--- src/rtl/video_timing_monitor_if.sv ---
// Video timing bundle: sync/blank inputs from the generator side and the
// recovered position, geometry and status reported by the monitor.
interface video_timing_monitor_if #(
    parameter int unsigned CW = 10
);
    logic          pxl_cen;
    logic          hsync;
    logic          vsync;
    logic          lhbl;
    logic          lvbl;
    logic [CW-1:0] hcnt;
    logic [CW-1:0] vcnt;
    logic [CW-1:0] h_total;
    logic [CW-1:0] h_active;
    logic [CW-1:0] hs_start;
    logic [CW-1:0] hs_end;
    logic [CW-1:0] v_total;
    logic [CW-1:0] v_active;
    logic [CW-1:0] vs_start;
    logic [CW-1:0] vs_end;
    logic          frame_stb;
    logic          locked;
    logic          mismatch;
    logic          sig_lost;

    modport master (
        output pxl_cen, hsync, vsync, lhbl, lvbl,
        input  hcnt, vcnt, h_total, h_active, hs_start, hs_end,
        input  v_total, v_active, vs_start, vs_end,
        input  frame_stb, locked, mismatch, sig_lost
    );

    modport slave (
        input  pxl_cen, hsync, vsync, lhbl, lvbl,
        output hcnt, vcnt, h_total, h_active, hs_start, hs_end,
        output v_total, v_active, vs_start, vs_end,
        output frame_stb, locked, mismatch, sig_lost
    );
endinterface

--- src/rtl/video_timing_monitor.sv ---
// Recovers pixel/line position from HS/VS/LHBL/LVBL, measures line and frame
// geometry, and declares lock after LOCK_FRAMES matching frames.
module video_timing_monitor #(
    parameter int unsigned CW          = 10,
    parameter int unsigned LOCK_FRAMES = 2
) (
    input  logic                  clk,
    input  logic                  reset,
    video_timing_monitor_if.slave vif
);
    localparam int unsigned   MW        = 4;
    localparam int unsigned   SW        = 4 * CW;
    localparam logic [CW-1:0] CNT_MAX   = '1;
    localparam logic [MW-1:0] MATCH_MAX = '1;
    localparam logic [MW-1:0] LOCK_N    = MW'(LOCK_FRAMES);

    typedef enum logic [1:0] {ST_SEARCH, ST_MEASURE, ST_CHECK, ST_LOCKED} state_t;

    state_t        state_q, state_d;
    logic [MW-1:0] match_q, match_d;
    logic          prev_lhbl_q, prev_lhbl_d;
    logic          prev_hs_q, prev_hs_d;
    logic          prev_vs_q, prev_vs_d;
    logic          line_lvbl_q, line_lvbl_d;
    logic          frame_bad_q, frame_bad_d;
    logic [CW-1:0] p_q, p_d, l_q, l_d;
    logic [CW-1:0] h_total_q, h_total_d, h_active_q, h_active_d;
    logic [CW-1:0] hs_start_q, hs_start_d, hs_end_q, hs_end_d;
    logic [CW-1:0] v_total_q, v_total_d, v_active_q, v_active_d;
    logic [CW-1:0] vs_start_q, vs_start_d, vs_end_q, vs_end_d;
    logic [SW-1:0] snap_q, snap_d;
    logic          frame_stb_q, frame_stb_d;
    logic          mismatch_q, mismatch_d;
    logic          locked_q, locked_d;
    logic          sig_lost_q, sig_lost_d;

    logic          ls, fs, loss, frame_match;
    logic [CW-1:0] p_inc, l_inc;

    assign p_inc = (p_q == CNT_MAX) ? p_q : p_q + CW'(1);
    assign l_inc = (l_q == CNT_MAX) ? l_q : l_q + CW'(1);

    // Position recovery, edge captures, line stability and loss detection.
    always_comb begin
        prev_lhbl_d = prev_lhbl_q;
        prev_hs_d   = prev_hs_q;
        prev_vs_d   = prev_vs_q;
        line_lvbl_d = line_lvbl_q;
        frame_bad_d = frame_bad_q;
        p_d         = p_q;
        l_d         = l_q;
        h_total_d   = h_total_q;
        h_active_d  = h_active_q;
        hs_start_d  = hs_start_q;
        hs_end_d    = hs_end_q;
        v_total_d   = v_total_q;
        v_active_d  = v_active_q;
        vs_start_d  = vs_start_q;
        vs_end_d    = vs_end_q;
        snap_d      = snap_q;
        sig_lost_d  = sig_lost_q;
        frame_stb_d = 1'b0;
        ls          = 1'b0;
        fs          = 1'b0;
        loss        = 1'b0;
        frame_match = 1'b0;
        if (vif.pxl_cen) begin
            ls          = vif.lhbl & ~prev_lhbl_q;
            fs          = ls & vif.lvbl & ~line_lvbl_q;
            prev_lhbl_d = vif.lhbl;
            prev_hs_d   = vif.hsync;
            p_d         = ls ? '0 : p_inc;
            if (ls) begin
                line_lvbl_d = vif.lvbl;
                prev_vs_d   = vif.vsync;
                l_d         = fs ? '0 : l_inc;
                h_total_d   = p_inc;
                sig_lost_d  = 1'b0;
                if (!fs && (p_inc != h_total_q)) frame_bad_d = 1'b1;
                if (fs) v_total_d = l_inc;
                if (!vif.lvbl && line_lvbl_q) v_active_d = l_d;
                if (vif.vsync && !prev_vs_q) vs_start_d = l_d;
                if (!vif.vsync && prev_vs_q) vs_end_d = l_d;
            end
            if (!vif.lhbl && prev_lhbl_q) h_active_d = p_d;
            if (vif.hsync && !prev_hs_q) hs_start_d = p_d;
            if (!vif.hsync && prev_hs_q) hs_end_d = p_d;
            if (!ls && (p_d == CNT_MAX)) begin
                loss       = 1'b1;
                sig_lost_d = 1'b1;
            end
            if (fs) begin
                frame_stb_d = 1'b1;
                frame_bad_d = 1'b0;
                snap_d      = {h_total_d, h_active_d, v_total_d, v_active_d};
                frame_match = !frame_bad_q && (snap_d == snap_q);
            end
        end
    end

    // Lock state machine, advanced at frame starts and reset by signal loss.
    always_comb begin
        state_d    = state_q;
        match_d    = match_q;
        mismatch_d = 1'b0;
        if (fs) begin
            case (state_q)
                ST_SEARCH:  state_d = ST_MEASURE;
                ST_MEASURE: begin
                    state_d = ST_CHECK;
                    match_d = '0;
                end
                default: begin
                    if (frame_match) begin
                        match_d = (match_q == MATCH_MAX) ? match_q : match_q + MW'(1);
                        if (match_d >= LOCK_N) state_d = ST_LOCKED;
                    end else begin
                        mismatch_d = 1'b1;
                        match_d    = '0;
                        state_d    = ST_CHECK;
                    end
                end
            endcase
        end else if (loss) begin
            state_d = ST_SEARCH;
        end
        locked_d = (state_d == ST_LOCKED);
    end

    // State and output registers.
    always_ff @(posedge clk or posedge reset) begin
        if (reset) begin
            state_q     <= ST_SEARCH;
            match_q     <= '0;
            prev_lhbl_q <= 1'b1;
            prev_hs_q   <= 1'b1;
            prev_vs_q   <= 1'b1;
            line_lvbl_q <= 1'b1;
            frame_bad_q <= 1'b0;
            p_q         <= '0;
            l_q         <= '0;
            h_total_q   <= '0;
            h_active_q  <= '0;
            hs_start_q  <= '0;
            hs_end_q    <= '0;
            v_total_q   <= '0;
            v_active_q  <= '0;
            vs_start_q  <= '0;
            vs_end_q    <= '0;
            snap_q      <= '0;
            frame_stb_q <= 1'b0;
            mismatch_q  <= 1'b0;
            locked_q    <= 1'b0;
            sig_lost_q  <= 1'b0;
        end else begin
            state_q     <= state_d;
            match_q     <= match_d;
            prev_lhbl_q <= prev_lhbl_d;
            prev_hs_q   <= prev_hs_d;
            prev_vs_q   <= prev_vs_d;
            line_lvbl_q <= line_lvbl_d;
            frame_bad_q <= frame_bad_d;
            p_q         <= p_d;
            l_q         <= l_d;
            h_total_q   <= h_total_d;
            h_active_q  <= h_active_d;
            hs_start_q  <= hs_start_d;
            hs_end_q    <= hs_end_d;
            v_total_q   <= v_total_d;
            v_active_q  <= v_active_d;
            vs_start_q  <= vs_start_d;
            vs_end_q    <= vs_end_d;
            snap_q      <= snap_d;
            frame_stb_q <= frame_stb_d;
            mismatch_q  <= mismatch_d;
            locked_q    <= locked_d;
            sig_lost_q  <= sig_lost_d;
        end
    end

    assign vif.hcnt      = p_q;
    assign vif.vcnt      = l_q;
    assign vif.h_total   = h_total_q;
    assign vif.h_active  = h_active_q;
    assign vif.hs_start  = hs_start_q;
    assign vif.hs_end    = hs_end_q;
    assign vif.v_total   = v_total_q;
    assign vif.v_active  = v_active_q;
    assign vif.vs_start  = vs_start_q;
    assign vif.vs_end    = vs_end_q;
    assign vif.frame_stb = frame_stb_q;
    assign vif.mismatch  = mismatch_q;
    assign vif.locked    = locked_q;
    assign vif.sig_lost  = sig_lost_q;
endmodule

--- src/flat_wrapper.sv ---
// flat-port wrapper written by rule: the top's interface ports become plain ports
module video_timing_monitor_flat 
#(
    parameter int unsigned CW          = 10,
    parameter int unsigned LOCK_FRAMES = 2
)
  (clk, reset, vif_pxl_cen, vif_hsync, vif_vsync, vif_lhbl, vif_lvbl, vif_hcnt, vif_vcnt, vif_h_total, vif_h_active, vif_hs_start, vif_hs_end, vif_v_total, vif_v_active, vif_vs_start, vif_vs_end, vif_frame_stb, vif_locked, vif_mismatch, vif_sig_lost);
  video_timing_monitor_if #(.CW(CW)) vif_i ();
  input  logic clk;
  input  logic reset;
  input wire logic [$bits(vif_i.pxl_cen)-1:0] vif_pxl_cen;
  input wire logic [$bits(vif_i.hsync)-1:0] vif_hsync;
  input wire logic [$bits(vif_i.vsync)-1:0] vif_vsync;
  input wire logic [$bits(vif_i.lhbl)-1:0] vif_lhbl;
  input wire logic [$bits(vif_i.lvbl)-1:0] vif_lvbl;
  output wire logic [$bits(vif_i.hcnt)-1:0] vif_hcnt;
  output wire logic [$bits(vif_i.vcnt)-1:0] vif_vcnt;
  output wire logic [$bits(vif_i.h_total)-1:0] vif_h_total;
  output wire logic [$bits(vif_i.h_active)-1:0] vif_h_active;
  output wire logic [$bits(vif_i.hs_start)-1:0] vif_hs_start;
  output wire logic [$bits(vif_i.hs_end)-1:0] vif_hs_end;
  output wire logic [$bits(vif_i.v_total)-1:0] vif_v_total;
  output wire logic [$bits(vif_i.v_active)-1:0] vif_v_active;
  output wire logic [$bits(vif_i.vs_start)-1:0] vif_vs_start;
  output wire logic [$bits(vif_i.vs_end)-1:0] vif_vs_end;
  output wire logic [$bits(vif_i.frame_stb)-1:0] vif_frame_stb;
  output wire logic [$bits(vif_i.locked)-1:0] vif_locked;
  output wire logic [$bits(vif_i.mismatch)-1:0] vif_mismatch;
  output wire logic [$bits(vif_i.sig_lost)-1:0] vif_sig_lost;
  assign vif_i.pxl_cen = vif_pxl_cen;
  assign vif_i.hsync = vif_hsync;
  assign vif_i.vsync = vif_vsync;
  assign vif_i.lhbl = vif_lhbl;
  assign vif_i.lvbl = vif_lvbl;
  assign vif_hcnt = vif_i.hcnt;
  assign vif_vcnt = vif_i.vcnt;
  assign vif_h_total = vif_i.h_total;
  assign vif_h_active = vif_i.h_active;
  assign vif_hs_start = vif_i.hs_start;
  assign vif_hs_end = vif_i.hs_end;
  assign vif_v_total = vif_i.v_total;
  assign vif_v_active = vif_i.v_active;
  assign vif_vs_start = vif_i.vs_start;
  assign vif_vs_end = vif_i.vs_end;
  assign vif_frame_stb = vif_i.frame_stb;
  assign vif_locked = vif_i.locked;
  assign vif_mismatch = vif_i.mismatch;
  assign vif_sig_lost = vif_i.sig_lost;
  video_timing_monitor #(.CW(CW), .LOCK_FRAMES(LOCK_FRAMES)) u_core (.clk(clk), .reset(reset), .vif(vif_i));
endmodule
--- config.mk ---
export PLATFORM = sky130hd
export DESIGN_NAME = video_timing_monitor_flat
export DESIGN_NICKNAME = d
export VERILOG_FILES = /design/src/rtl/video_timing_monitor_if.sv /design/src/rtl/video_timing_monitor.sv /design/src/flat_wrapper.sv
export SDC_FILE = /design/constraint.sdc
export NUM_CORES = 1
export LEC_CHECK = 0
export CELL_PAD_IN_SITES_DETAIL_PLACEMENT = 1
export CELL_PAD_IN_SITES_GLOBAL_PLACEMENT = 2
export CORE_MARGIN = 2
export CORE_UTILIZATION = 34
export CTS_CLUSTER_DIAMETER = 30
export CTS_CLUSTER_SIZE = 12
export DETAILED_ROUTE_END_ITERATION = 6
export PLACE_DENSITY_LB_ADDON = 0.1
export SETUP_SLACK_MARGIN = 0.4
export SYNTH_ARGS = -nofsm -noshare
export SYNTH_HDL_FRONTEND = slang
export SYNTH_SLANG_ARGS = --single-unit
export TNS_END_PERCENT = 30
--- constraint.sdc ---
create_clock -name clk -period 7.2 [get_ports clk]
set_input_delay 2.16 -clock clk [delete_from_list [all_inputs] [get_ports clk]]
set_output_delay 2.16 -clock clk [all_outputs]
set_load 0.1 [all_outputs]
==> flow_summary.yaml, run 1 <==
outcome:
  status: "completed"
clock_network:
  ctsResizeCount: 0
  clock-sinks: 155
  clkTransAtPathRegs_ns: 0.07
  cts_tree: "done"
  clk_latency_ns: 0.44
  cts.path.max_buffers: 2
  root_buffer: "clkbuf_16"
  post_cts_buffers: 0
  cts_inserted_buffers: 17
  cts_hold_buf: 0
  h-tree-depth: 4
critical_path:
  path_max_fanout: 12
  required_ns: 7.58
  path_cells: "clkdlybuf4s50_1 > nor2b_1 > mux2i_1 > a31o_2 > o211ai_1 > or4_4 > nor4_4 > nand4_1 > nor3b_1 > mux2_2"
  crit_path_top_delay_cell: "nor2b_1"
  critPathKind: "input port to register"
  critical_path_buf_inv_count: 1
  crit_path_end_kind: "register"
  critPathLaunchType: "input port"
  arrival_ns: 5.68
  path_depth: 10
  cp_top_family: "simple AND/OR/NAND/NOR gates"
  reg2reg_depth: 10
  cpPeakStageDelay_ns: 0.82
drt:
  first_pass_iters: 5
  routed_wl_mm: 30.1
  dr.first_iter.drc_count: 489
  drc: 0
  drt.antenna.violating_nets: 0
  wire_per_inst_um: 21.9
  via_per_inst: 5.55
  vias: 7632
global_routing:
  grt_pass1_vias: 7678
  antenna_found_initial: 0
  grt_max_degree: 77
  grt_overflow: 0
  grt_pass1_wl_mm: 47.2
  grt.total_usage_pct: 23.6
synthesis:
  syn_inst: 960
  synth_warnings: 0
  avgSynthCellArea_sq_um: 8.84
  synth_flop_cell: "dfrtp_1"
  yosysUniqueCellTypes: 80
  synth-seq-cells: 155
  synthArstFlopShare_pct: 100
  yosysSeqAreaShare_pct: 45.8
  synth.cell_area_sq_um: 8490
  synth_edf_count: 0
  synth_nets: 971
floorplanning:
  io_pins: 111
  die_h_um: 162
  initial_core_util_pct: 34.8
  fp.dieW_um: 162
  coreArea_sq_um: 24400
  rows: 57
  die_area_sq_um: 26200
sta:
  final_hold_viol_count: 0
  skew_ns: 0.0106
  rsz0062_at_grt: "no"
  timing.final.crit_share_pct: 73.6
  fin_setup_tns_ns: 0
  worst_pin_slew_ns: 1.02
  drv_slew: 0
  setup_viol: 0
  whs_ns: 0.466
  slew_headroom_pct: 31.5
  fmax_ghz: 0.189
  min_period_ns: 5.30
run:
  cap_violations: 0
hold_path:
  holdPathStages: 2
  hold_class: "register to register"
finish:
  postLayoutCoreUtil_pct: 42.6
  antenna_cells: 0
  layout-drive-gt1-share_pct: 8.18
  stdcell_area_sq_um: 10400
  final_nets: 1049
  ff_latch_area_sq_um: 3880
  syn_to_final_growth_pct: 22.5
  multi_input_area_sq_um: 4230
  nFillCells: 2844
power_and_ir_drop:
  ir_worst_vdd_v: 0.000195
  total_power_mw: 4.48
  p_leak_nw: 4.28
  pwr_density_cell_nw_per_um2: 430
placement:
  dpl.hpwl_mm: 21.8
  io_buffers: 110
  place_area_sq_um: 9830
  place_congestion: 0.872
## tightest hold or removal path, stage by stage (launching register included)
cell and delay [ns]:
dfstp_2 0.37, nand2_1 0.05, nand2_1 0.04
## layer usage
metal | wire, um | vias to the layer above | GRT usage [%] | part of all wire, %
li1 | - | 3606 | - | -
met1 | 15200 | 3784 | 35.6 | 50
met2 | 12700 | 202 | 34.2 | 42
met3 | 1540 | 40 | 4.14 | 5.1
met4 | 633 | 0 | 7.56 | 2.1
met5 | 0 | - | 0 | 0
## report_power, final
group          switching (mW)  internal [mW]
sequential              0.276           1.10
clock                   0.412          0.493
combinational            1.64          0.556
## cells in the mapped netlist, types with 14 or more instances
cell      number  area [sq um]
o31ai_1       24           180
nor3_1        16          80.1
xnor2_1       18           158
nor2_1        59           221
a31oi_1       14          87.6
o21ai_0      110           551
a21oi_1       40           200
inv_1         20          75.1
clkbuf_1      43           161
nand2_1      173           649
nand3_1       20           100
dfrtp_1      151          3780
nand4_1       15          93.8
xor2_1        18           158
## final cells by class
cell class                      instances  share of cell area (%)
Clock buffer                           19                    4.26
Clock inverter                         13                    1.25
Inverter                               21                   0.806
Multi-Input combinational cell        717                    40.7
Sequential cell                       155                    37.3
Tap cell                              324                    3.90
Timing Repair Buffer                  126                    11.7
## sequential cells by signal, indices dropped and copies added, names as in the netlist, 2 cells and up
name                 cells
u_core.vif.v_total      10
u_core.vif.h_total      10
u_core.vif.v_active     10
u_core.match_q           4
u_core.snap_q           40
u_core.vif.hs_end       10
u_core.vif.vs_start     10
u_core.vif.hcnt         10
u_core.vif.vs_end       10
u_core.vif.h_active     10
u_core.state_q           2
u_core.vif.vcnt         10
u_core.vif.hs_start     10
## cell usage in the layout, fill, tap and decap left out, drive strengths merged, types with 6 or more instances in the layout
master / count
buf: 16
xnor2: 18
nor2: 59
mux2i: 11
o21ai: 112
mux2: 9
o211ai: 12
or2: 7
nand2b: 11
nor2b: 11
dfrtp: 151
a21o: 11
nand2: 173
nand3: 20
xor2: 18
nor3: 18
clkbuf: 19
clkdlybuf4s50: 110
and4: 7
o21a: 6
nand4: 17
inv: 27
o2111ai: 7
nor4: 13
and3: 6
o31ai: 25
and2: 8
a31oi: 14
a21oi: 40
nand3b: 6
## per-stage QoR
step           instances  worst slack [ns]
3_3_place_gp        1343              1.63
2_1_floorplan        960             0.868
4_1_cts             1375              1.97
3_5_place_dp        1343              1.54
6_report            1375              1.90
5_1_grt             1375              1.68
## logic make-up after synthesis
logic type	synth area share, %
and+or+nand+nor	21.9
AOI/OAI and AO/OA	20.9
DFF	45.8
buffers and inverters	4.57
xor gates and xnor gates	3.72
muxes	2.49
adders and majority gates	0.590
## worst paths after layout
path / start / to / slack (ns)
worst max register to register: u_core.vif.vcnt[1] / u_core.match_q[0] / 3.03
worst min-delay path: u_core.prev_vs_q / u_core.prev_vs_q / 0.47
min in group asynchronous: reset / u_core.vif.h_total[6] / 2.23
max in group asynchronous: reset / u_core.vif.hcnt[8] / 3.91
worst max-delay path: vif_lhbl / u_core.match_q[0] / 1.90
worst min register to register: u_core.prev_vs_q / u_core.prev_vs_q / 0.47
Power figures use the tool's default switching activity.
==> inputs of run 2 (changes only) <==
==> constraint.sdc (replaced) <==
create_clock -name clk -period 5 [get_ports clk]
set_input_delay 1.5 -clock clk [delete_from_list [all_inputs] [get_ports clk]]
set_output_delay 1.5 -clock clk [all_outputs]
set_load 0.1 [all_outputs]
==> run 2 against run 1 <==
- the run now ends with DRC left
- die area is the same
- cell area grew 1.6%
- sequential share of layout area shrank 0.61 points
- register-to-register slack lost 2.1 ns
- worst setup slack lost 1.1 ns
- core utilization grew 0.70 points
- routed wire length grew 0.96%
- worst hold slack lost 0.00087 ns
- via count grew 1.8%
- clock-buffer cell count is the same
==> flow_summary.yaml, run 2 (same netlist as run 1, synthesis figures left out) <==
placement:
  dpl.hpwl_mm: 22.1
  place_congestion: 0.879
  dp_slack_ns: 0.295
  dp.cells: 1358
  place_area_sq_um: 9950
  io_buffers: 110
critical_path:
  rrSetupSlack_ns: 0.89
  critPathLaunchType: "input port"
  required_ns: 5.37
  r2r-end: "u_core.match_q[0]"
  cpPeakStageDelay_ns: 0.69
  crit_path_top_delay_cell: "clkdlybuf4s50_1"
  timing.critical_path.from: "vif_lhbl"
  crit_path_end_kind: "register"
  critPathKind: "input port to register"
  path_cells: "clkdlybuf4s50_1 > nand4bb_1 > buf_4 > o31ai_1 > xor2_1 > or4_4 > nor3_2 > nand4_2 > o31ai_2 > mux2_2"
  arrival_ns: 4.58
  worstReg2RegStart: "u_core.vif.vcnt[1]"
  path_max_fanout: 14
  reg2reg_depth: 10
power_and_ir_drop:
  p_leak_nw: 4.38
  intPower_mw: 3.17
  pwr_density_cell_nw_per_um2: 620
  power_frac_clock_pct: 20.9
  ir_worst_vdd_v: 0.000344
  p_sw_mw: 3.38
  p_sw_share_pct: 51.7
  total_power_mw: 6.55
  seqPwrFrac_pct: 30.2
  combPwrFrac_pct: 48.8
drt:
  routed_wl_mm: 30.3
  drc: 2
  route.met3.wl_mm: 1.07
  vias: 7769
  wl_met1_mm: 15.6
  dr_wl_met2_mm: 13.2
  dr.first_iter.drc_count: 467
  drt.antenna.violating_nets: 0
  via_per_inst: 5.59
  wire_per_inst_um: 21.8
  top_layer: "met4"
  first_pass_iters: 7
floorplanning:
  initial_core_util_pct: 34.8
  die_h_um: 162
  fp.dieW_um: 162
  io_pins: 111
  coreArea_sq_um: 24400
  rows: 57
  die_area_sq_um: 26200
clock_network:
  h-tree-depth: 4
  cts_inserted_buffers: 17
  cts.path.max_buffers: 2
  clk_latency_ns: 0.43
  clock-sinks: 155
  clkTransAtPathRegs_ns: 0.07
  cts_tree: "done"
  cts_hold_buf: 0
  root_buffer: "clkbuf_16"
sta:
  rsz0062_at_grt: "no"
  final_hold_viol_count: 0
  setup_viol: 0
  min_period_ns: 4.21
  finalWorstSetupSlack_ns: 0.792
  fmax_ghz: 0.238
  drv_slew: 0
  slew_headroom_pct: 32.9
  fin_setup_tns_ns: 0
  timing.final.crit_share_pct: 84.2
  worst_pin_slew_ns: 1.00
  whs_ns: 0.465
  skew_ns: 0.0122
outcome:
  violations: "DRC"
  status: "finished, violations left"
finish:
  antenna_cells: 0
  finalNonFillerCells: 1390
  layout-drive-gt1-share_pct: 9.57
  final_common_cell: "nand2_1"
  largest_register_ffs: 40
  final_nets: 1064
  stdcell_area_sq_um: 10600
  regMostFlops: "u_core.snap_q"
  mostFrequentLayoutCells: "172 x nand2_1, 151 x dfrtp_1, 110 x o21ai_0, 110 x clkdlybuf4s50_1, 59 x nor2_1"
  syn_to_final_growth_pct: 24.6
  postLayoutCoreUtil_pct: 43.3
global_routing:
  grt_max_degree: 156
  grt_overflow: 0
  grt_pass1_vias: 7916
  grt.total_usage_pct: 23.8
  antenna_found_initial: 0
  grt_pass1_wl_mm: 48.2
hold_path:
  worst_hold_startpoint: "u_core.prev_vs_q"
  hold_class: "register to register"
  min_to: "u_core.prev_vs_q"
  holdPathStages: 2
run:
  cap_violations: 0
## run 2: changes by cell type in the layout (fill, tap and decap cells not counted)
| cell | previous run | this run |
|---|---|---|
| inv_8 | 0 | 1 |
| clkbuf_1 | 1 | 0 |
| inv_6 | 7 | 4 |
| clkbuf_8 | 1 | 2 |
| bufinv_16 | 1 | 2 |
| buf_12 | 0 | 2 |
| clkinv_4 | 2 | 3 |
| buf_4 | 16 | 29 |
## run 2: layout make-up
type                    count  area [sq um]
clock buffers              19           453
clock inverters            13           155
fillers                  2884         13800
inverters                  21          82.6
multi-input cells         717          4230
flip-flops and latches    155          3880
well taps                 324           405
repair buffers            141          1360
## run 2: worst max path at each step
stage	to	slack [ns]	cells after the start
after CTS	u_core.match_q[0]	0.71	10
final	u_core.match_q[0]	0.79	10
after global placement	u_core.match_q[0]	0.41	10
after detailed placement	u_core.match_q[0]	0.30	10
after floorplan	u_core.match_q[0]	1.22	10
after global routing	u_core.match_q[0]	0.46	10
## run 2: timing repair
item                                   4_1_cts  5_1_grt
endpoints found under the hold margin        0        0
setup endpoints to repair                    0        2
buffers inserted                             0        0
gates resized for setup                      0        1
## run 2: power by group through the flow
stage	Sequential (mW)	Combinational, mW	Clock, mW
global placement	1.99	3.17	0
finish	1.98	3.20	1.37
global route	2.03	3.37	1.46
CTS	1.98	3.21	1.40
detailed placement	2.00	3.19	0
floorplan	3.34	0.932	0
## run 2: critical path, delay by kind of cell
kind | cells | cell delay [ns]
buffers and inverters | 2 | 0.95
XOR/XNOR | 1 | 0.15
multiplexers | 1 | 0.19
AO/OA/AOI/OAI | 2 | 0.62
AND/OR/NAND/NOR | 4 | 1.16
## run 2: per-layer routing
layer / GRT usage, % / up-vias
met3: 2.60 / 38
met1: 36.2 / 3884
met5: 0 / -
met2: 35.8 / 204
met4: 6.68 / 0
li1: - / 3643
==> inputs of run 3 (changes only) <==
--- a/config.mk
+++ b/config.mk
@@ -8,7 +8,7 @@
 export CELL_PAD_IN_SITES_DETAIL_PLACEMENT = 1
 export CELL_PAD_IN_SITES_GLOBAL_PLACEMENT = 2
 export CORE_MARGIN = 2
-export CORE_UTILIZATION = 34
+export CORE_UTILIZATION = 31
 export CTS_CLUSTER_DIAMETER = 30
 export CTS_CLUSTER_SIZE = 12
 export DETAILED_ROUTE_END_ITERATION = 6
==> constraint.sdc (replaced) <==
create_clock -name clk -period 3.78 [get_ports clk]
set_input_delay 1.134 -clock clk [delete_from_list [all_inputs] [get_ports clk]]
set_output_delay 1.134 -clock clk [all_outputs]
set_load 0.1 [all_outputs]
==> run 3 against run 2 <==
- the flow now finishes without violations
- global-route usage is 0.77 points lower
- power is 35% higher
- core utilization is 2.4 points lower
- first-iteration DRC count is 18% higher
- cell area is 4.4% higher
- combinational power is 39% higher
- sequential cell count stayed put
- critical endpoint is now u_core.vif.locked
- largest cell class unchanged
==> flow_summary.yaml, run 3 (same netlist as run 1, synthesis figures left out) <==
outcome:
  status: "completed"
placement:
  io_buffers: 110
  dp.cells: 1450
  place_congestion: 0.898
  dpl.hpwl_mm: 24.5
critical_path:
  r2r-end: "u_core.vif.locked"
  arrival_ns: 3.65
  cpPeakStageDelay_ns: 0.52
  path_cells: "buf_2 > buf_6 > nand2b_1 > and2_1 > a31o_1 > xor2_1 > or4_4 > nor4_4 > nand4_1 > a211o_1 > o21ai_1"
  worstReg2RegStart: "u_core.vif.vcnt[1]"
  path_max_fanout: 7
  critPathLaunchType: "input port"
  crit_path_end_kind: "register"
  path_depth: 11
  rrSetupSlack_ns: 0.51
  required_ns: 4.14
  crit_path_top_delay_cell: "or4_4"
  reg2reg_depth: 12
  critical_path_buf_inv_count: 2
  critPathKind: "input port to register"
  cp_top_family: "simple AND/OR/NAND/NOR gates"
power_and_ir_drop:
  p_leak_nw: 4.97
  ir_worst_vdd_v: 0.000359
  pwr_density_cell_nw_per_um2: 799
floorplanning:
  io_pins: 111
  coreArea_sq_um: 27000
  fp.dieW_um: 169
  die_h_um: 169
  die_area_sq_um: 28700
  initial_core_util_pct: 31.5
  rows: 60
sta:
  fmax_ghz: 0.304
  skew_ns: 0.0118
  setup_viol: 0
  slew_headroom_pct: 49.8
  worst_pin_slew_ns: 0.744
  rsz0062_at_grt: "no"
  final_hold_viol_count: 0
  whs_ns: 0.469
  drv_slew: 0
  min_period_ns: 3.29
  timing.final.crit_share_pct: 87.1
clock_network:
  cts_inserted_buffers: 17
  clk_latency_ns: 0.44
  clock-sinks: 155
  cts_tree: "done"
  cts_hold_buf: 0
  h-tree-depth: 4
  clkTransAtPathRegs_ns: 0.07
  root_buffer: "clkbuf_16"
  cts.path.max_buffers: 2
drt:
  wire_per_inst_um: 21.9
  vias: 8037
  routed_wl_mm: 32.5
  via_per_inst: 5.40
  dr.first_iter.drc_count: 549
  drt.antenna.violating_nets: 0
  first_pass_iters: 5
  drc: 0
finish:
  antenna_cells: 0
  mostFrequentLayoutCells: "208 x buf_4, 172 x nand2_1, 149 x dfrtp_1, 108 x o21ai_0, 59 x nor2_1"
  syn_to_final_growth_pct: 30.1
  nFillCells: 3143
  multi_input_area_sq_um: 4340
  largest_register_ffs: 40
  layout-drive-gt1-share_pct: 26.4
  final_common_cell: "buf_4"
  ff_latch_area_sq_um: 3890
  regMostFlops: "u_core.snap_q"
  finalNonFillerCells: 1487
  final_nets: 1144
hold_path:
  worst_hold_startpoint: "u_core.prev_vs_q"
  hold_class: "register to register"
  min_to: "u_core.prev_vs_q"
  holdPathStages: 2
global_routing:
  grt.total_usage_pct: 23.1
  grt_overflow: 0
  grt_pass1_vias: 7980
  grt_pass1_wl_mm: 50.1
  grt_max_degree: 74
  antenna_found_initial: 0
run:
  cap_violations: 0
## run 3: changes by cell type in the layout (fill, tap and decap cells not counted), moves of 3 or more
cell / change
buf_6: +4
clkdlybuf4s50_1: -106
clkinvlp_4: -3
buf_4: +179
## run 3: how the worst max path moves through the flow
stage                     slack [ns]               start           endpoint
final                           0.49            vif_lhbl  u_core.vif.locked
after global routing            0.34  u_core.vif.vcnt[1]  u_core.vif.locked
after CTS                       0.42  u_core.vif.vcnt[0]  u_core.match_q[0]
after detailed placement       -0.46            vif_lvbl  u_core.match_q[0]
after global placement         -0.40            vif_lvbl  u_core.match_q[0]
after floorplan                 0.07  u_core.vif.hcnt[1]  u_core.match_q[0]
## run 3: cell type report
type,instances,area share [%]
inverter,21,0.748
tap,341,3.87
clock inverter,15,1.43
multi-input combinational,717,39.3
sequential,155,35.2
timing repair buffer,221,15.6
clock buffer,17,3.85
## run 3: repair_timing
action	CTS	global route
buffers inserted	3	2
cloned	0	0
endpoints found under the setup margin	7	7
gates resized for setup	20	22
pin swaps	4	7
## run 3: worst reg2reg max path: cells and delay by family, from the launching register on
| family | cells | cell delay, ns |
|---|---|---|
| and+or+nand+nor | 4 | 1.36 |
| muxes | 1 | 0.09 |
| adders and majority gates | 1 | 0.18 |
| AOI/OAI and AO/OA | 4 | 0.80 |
| buffers and inverters | 2 | 0.36 |
| DFF | 1 | 0.41 |
## run 3: report_power, final
group	switching (mW)	internal, mW
Sequential	0.516	2.09
Clock	0.835	0.936
Combinational	3.27	1.17
## run 3: through the flow
| step | instance area [sq um] | setup TNS [ns] | util, % | worst slack, ns | power (mW) |
|---|---|---|---|---|---|
| after global placement | 10300 | -2.13 | 38.2 | -0.404 | 6.97 |
| final | 11000 | 0 | 40.9 | 0.489 | 8.82 |
| after detailed placement | 10300 | -2.53 | 38.2 | -0.459 | 7.00 |
| after floorplan | 8490 | 0 | - | 0.0665 | 5.65 |
| after global routing | 11000 | 0 | 40.9 | 0.338 | 9.24 |
| after CTS | 11000 | 0 | 40.7 | 0.419 | 8.83 |
## run 3: metal layers
layer | GRT usage, % | wire (um) | up-vias
li1 | - | - | 3791
met2 | 34.1 | 14100 | 208
met4 | 6.02 | 553 | 0
met3 | 2.85 | 1280 | 33
met5 | 0 | 0 | -
met1 | 35.4 | 16600 | 4005
